File: src/rtl/fsm_transition_monitor.sv
// rtl/fsm_transition_monitor.sv - legal-transition, stall and alarm monitor for a 4-state control FSM
module fsm_transition_monitor #(
  parameter int         CNT_W      = 4,
  parameter int         DWELL_W    = 8,
  parameter int         STALL_LIM  = 16,
  parameter logic [3:0] STALL_MASK = 4'b1000
) (
  input  logic               clk,
  input  logic               rst,
  input  logic [1:0]         state_in,
  input  logic               alarm_clr,
  output logic               alarm,
  output logic               viol_pulse,
  output logic               stall,
  output logic [CNT_W-1:0]   viol_cnt,
  output logic [DWELL_W-1:0] dwell,
  output logic [1:0]         bad_from,
  output logic [1:0]         bad_to
);

  typedef enum logic [1:0] {
    MODE_ARM   = 2'b00,
    MODE_RUN   = 2'b01,
    MODE_ALARM = 2'b10
  } mode_e;

  localparam logic [CNT_W-1:0]   CNT_MAX   = '1;
  localparam logic [DWELL_W-1:0] DWELL_MAX = '1;
  localparam logic [DWELL_W-1:0] LIM       = DWELL_W'(STALL_LIM);

  mode_e              mode_q;
  logic [1:0]         prev_q;
  logic [DWELL_W-1:0] dwell_q, dwell_d;
  logic               stall_q, stall_d;
  logic               viol_pulse_q, viol_d;
  logic [CNT_W-1:0]   cnt_q;
  logic               cap_valid_q;
  logic [1:0]         bad_from_q, bad_to_q;
  logic               trigger;

  // Self-loops are always legal; S1 has no legal exit.
  function automatic logic is_legal(input logic [1:0] from, input logic [1:0] to);
    logic ok;
    ok = 1'b0;
    if (from == to) begin
      ok = 1'b1;
    end else begin
      case (from)
        2'b00:   ok = (to == 2'b01) || (to == 2'b10);
        2'b01:   ok = 1'b0;
        2'b10:   ok = (to == 2'b01) || (to == 2'b11);
        default: ok = (to == 2'b10);
      endcase
    end
    return ok;
  endfunction

  always_comb begin
    viol_d  = 1'b0;
    dwell_d = '0;
    if (mode_q == MODE_ARM) begin
      viol_d = (state_in != 2'b00);
    end else begin
      viol_d = !is_legal(prev_q, state_in);
      if (state_in == prev_q) begin
        dwell_d = (dwell_q == DWELL_MAX) ? dwell_q : dwell_q + 1'b1;
      end
    end
    stall_d = STALL_MASK[state_in] && (dwell_d >= LIM);
    trigger = viol_d || (stall_d && !stall_q);
  end

  always_ff @(posedge clk) begin
    if (!rst) begin
      mode_q       <= MODE_ARM;
      prev_q       <= 2'b00;
      dwell_q      <= '0;
      stall_q      <= 1'b0;
      viol_pulse_q <= 1'b0;
      cnt_q        <= '0;
      cap_valid_q  <= 1'b0;
      bad_from_q   <= 2'b00;
      bad_to_q     <= 2'b00;
    end else begin
      prev_q       <= state_in;
      dwell_q      <= dwell_d;
      stall_q      <= stall_d;
      viol_pulse_q <= viol_d;
      if (viol_d && (cnt_q != CNT_MAX)) begin
        cnt_q <= cnt_q + 1'b1;
      end

      case (mode_q)
        MODE_ARM:   mode_q <= trigger ? MODE_ALARM : MODE_RUN;
        MODE_RUN:   mode_q <= trigger ? MODE_ALARM : MODE_RUN;
        MODE_ALARM: mode_q <= (trigger || !alarm_clr) ? MODE_ALARM : MODE_RUN;
        default:    mode_q <= MODE_ARM;
      endcase

      // A violation on the clearing edge re-arms the capture with itself.
      if (viol_d && (alarm_clr || !cap_valid_q)) begin
        cap_valid_q <= 1'b1;
        bad_from_q  <= prev_q;
        bad_to_q    <= state_in;
      end else if (alarm_clr) begin
        cap_valid_q <= 1'b0;
        bad_from_q  <= 2'b00;
        bad_to_q    <= 2'b00;
      end
    end
  end

  assign alarm      = (mode_q == MODE_ALARM);
  assign viol_pulse = viol_pulse_q;
  assign stall      = stall_q;
  assign viol_cnt   = cnt_q;
  assign dwell      = dwell_q;
  assign bad_from   = bad_from_q;
  assign bad_to     = bad_to_q;

endmodule
File: config.mk
export PLATFORM = sky130hd
export DESIGN_NAME = fsm_transition_monitor
export DESIGN_NICKNAME = d
export VERILOG_FILES = /design/src/rtl/fsm_transition_monitor.sv
export SDC_FILE = /design/constraint.sdc
export NUM_CORES = 1
export LEC_CHECK = 0
export ABC_AREA = 1
export CORE_ASPECT_RATIO = 1.25
export CORE_MARGIN = 2
export CORE_UTILIZATION = 49
export CTS_CLUSTER_DIAMETER = 50
export CTS_CLUSTER_SIZE = 28
export DETAILED_ROUTE_END_ITERATION = 7
export GPL_ROUTABILITY_DRIVEN = 0
export GPL_TIMING_DRIVEN = 0
export HOLD_SLACK_MARGIN = 0.02
export PLACE_DENSITY = 0.77
export SETUP_SLACK_MARGIN = 0.3
export SLEW_MARGIN = 5
export SYNTH_ARGS = -nofsm -noshare
export SYNTH_HDL_FRONTEND = slang
export SYNTH_SLANG_ARGS = --single-unit
File: constraint.sdc
create_clock -name clk -period 1.87 [get_ports clk]
set_input_delay 0.2805 -clock clk [delete_from_list [all_inputs] [get_ports clk]]
set_output_delay 0.2805 -clock clk [all_outputs]
set_load 0.05 [all_outputs]
==> results.cfg <==
[status]
status = finished, final reports clean

[clocking]
cts_tree = done
cts_setup_buffers = 0
clk_latency_ns = 0.32
clockBufferDepth = 2
cts_made_buffers = 3
clkTransAtPathRegs_ns = 0.12
cts_max_level = 1
cts_num_sinks = 23
holdBufCountCts = 0
cts-root-buf = clkbuf_4

[yosys]
syn_inst = 153
syn_area_per_cell_um2 = 7.556
synth_area_um2 = 1156
netlist.area_leader.share_pct = 39.83
yosysSeqAreaShare_pct = 39.83
synth_area_leaders = dfxtp_1 (40%), nand2_1 (9.4%), inv_1 (7.5%)
synth_cell_types = 26
yosysTopAreaCell = dfxtp_1
ys_ff_latch = 23
synthesis.nets = 160
synth-warning-count = 0

[floorplanning]
die_w_um = 47.45
dieArea_um2 = 2766
ios = 24
rows = 19
chipHeight_um = 58.31
initial_core_util_pct = 52.29
design.core.area_um2 = 2211

[global_routing]
track_usage_pct = 19.54
antenna_found_initial = 0
grt_max_degree = 13
overflow = 0
first_global_vias = 981
grt_pass1_wl_um = 3939

[finish]
fillers = 222
layout-drive-gt1-share_pct = 20.67
final_cell_mix = nand2_1 (29), inv_1 (23), dfxtp_1 (18), nand3_1 (17), a21oi_1 (12)
n_antenna_cell = 0
final_nets = 187
multiInputGateArea_um2 = 605.6
layout_commonest_cell = nand2_1
postLayoutCoreUtil_pct = 64.23
regArea_um2 = 471.7
final_area_um2 = 1420
syn2layout_area_growth_pct = 22.84

[sta]
drv_slew = 0
worst_pin_slew_ns = 0.4897
finalHoldViolations = 0
fin_crit_ns = 1.529
fin_crit_sh_pct = 81.77
clock_skew_ns = 0.005331
tns_ns = 0
setup_viol = 0
max_slew_margin_pct = 67.48
clock.fmax_mhz = 654.0
grt_setup_unrepaired = true

[setup_path]
critical_path_arrival_ns = 1.25
critPathKind = reg2out
crit_chain = clkdlybuf4s15_1
required_ns = 1.59
start_kind = flip-flop
path_delay_family = buffers and inverters
cpMaxStageDelayCell = clkdlybuf4s15_1
end_kind = output pin
path_max_fanout = 4
path_buf_inv = 1
cp_slowest_stage_delay_ns = 0.52

[drt]
route.vias.total = 1037
dr.pass1.iters = 4
wl_per_cell_um = 10.91
drt-total-wl_um = 2292
drt_iter0_markers = 13
ant_nets = 0
drc = 0
vias_per_cell = 4.938

[power]
p_leak_nw = 0.6759
p_total_mw = 1.154
peakVddDrop_uv = 625.4
powerDensity_nw_per_um2 = 812.6

[placement]
dp_hpwl_um = 1795
detailed_place.area_um2 = 1426
port_buffers = 22

[run]
max_cap_viol_count = 0

[worst_hold_path]
hold_path.class = in2reg
-- per-layer routing --
layer	track usage (%)	share of wire [%]
met1	20.31	41
met5	0	0
met2	35.71	53
met3	3.374	3.8
met4	9.127	2.3
-- kinds of logic after synthesis --
family,count (synthesis),synth area share (%)
and+or+nand+nor,74,33.55
buffers and inverters,26,8.440
xor gates and xnor gates,2,2.165
AOI/OAI and AO/OA,26,13.85
adders and majority gates,2,2.164
DFF,23,39.83
-- stage by stage --
stage / hold slack (ns) / std cells / setup WS, ns
after CTS: 0.3747 / 210 / 0.1398
after floorplan: 0.3922 / 153 / 0.3311
after global placement: 0.4576 / 206 / 0.1060
after detailed placement: 0.4694 / 206 / 0.04946
final: 0.3413 / 210 / 0.3408
after global routing: 0.3504 / 210 / 0.2757
-- cells in the mapped netlist --
master / number
a21oi_1: 12
a21oi_2: 1
a21oi_4: 1
clkbuf_1: 1
clkinv_1: 1
dfxtp_1: 23
ha_1: 2
inv_1: 23
inv_2: 1
nand2_1: 29
nand2_2: 6
nand2_4: 3
nand3_1: 17
nand3_2: 3
nand3b_1: 1
nor2_1: 9
nor2_2: 2
nor2_4: 3
nor3_1: 1
o211ai_2: 1
o21ai_0: 3
o21ai_1: 4
o21bai_1: 2
o22ai_1: 2
xnor2_1: 1
xor2_2: 1
-- flip-flops by register name (all words and copies together), names as in the netlist --
name	count
viol_cnt	4
mode_q	2
dwell	8
prev_q	2
stall	1
bad_to	2
cap_valid_q	1
bad_from	2
viol_pulse	1
-- power breakdown --
group	switching [mW]	internal (mW)
Clock	0.148	0.0836
Combinational	0.257	0.102
Sequential	0.0340	0.530
-- area by class of cell --
class	instances	share of cell area (%)
Timing Repair Buffer	22	12.69
Buffer	1	0.2643
Multi-Input combinational cell	104	42.64
Sequential cell	23	33.22
Tap cell	31	2.731
Clock buffer	4	1.850
Inverter	25	6.608
-- worst paths after layout --
kind / endpoint / cells past startpoint / from / slack (ns)
worst max-delay path: viol_cnt[1] / 1 / viol_cnt[1]$_SDFFE_PN0P_ / 0.34
worst min-delay path: prev_q[1]$_SDFF_PN0_ / 3 / state_in[1] / 0.34
worst max register to register: mode_q[0]$_SDFF_PN0_ / 12 / dwell[0]$_SDFF_PN0_ / 0.40
worst min register to register: bad_to[0]$_SDFFE_PN0P_ / 2 / bad_to[0]$_SDFFE_PN0P_ / 0.49
-- repair_timing --
action | CTS | global route
gates cloned | 0 | 0
gates resized for setup | 21 | 16
endpoints found under the setup margin | 19 | 17
pin swaps | 0 | 2
(Power assumes the default switching activity.)
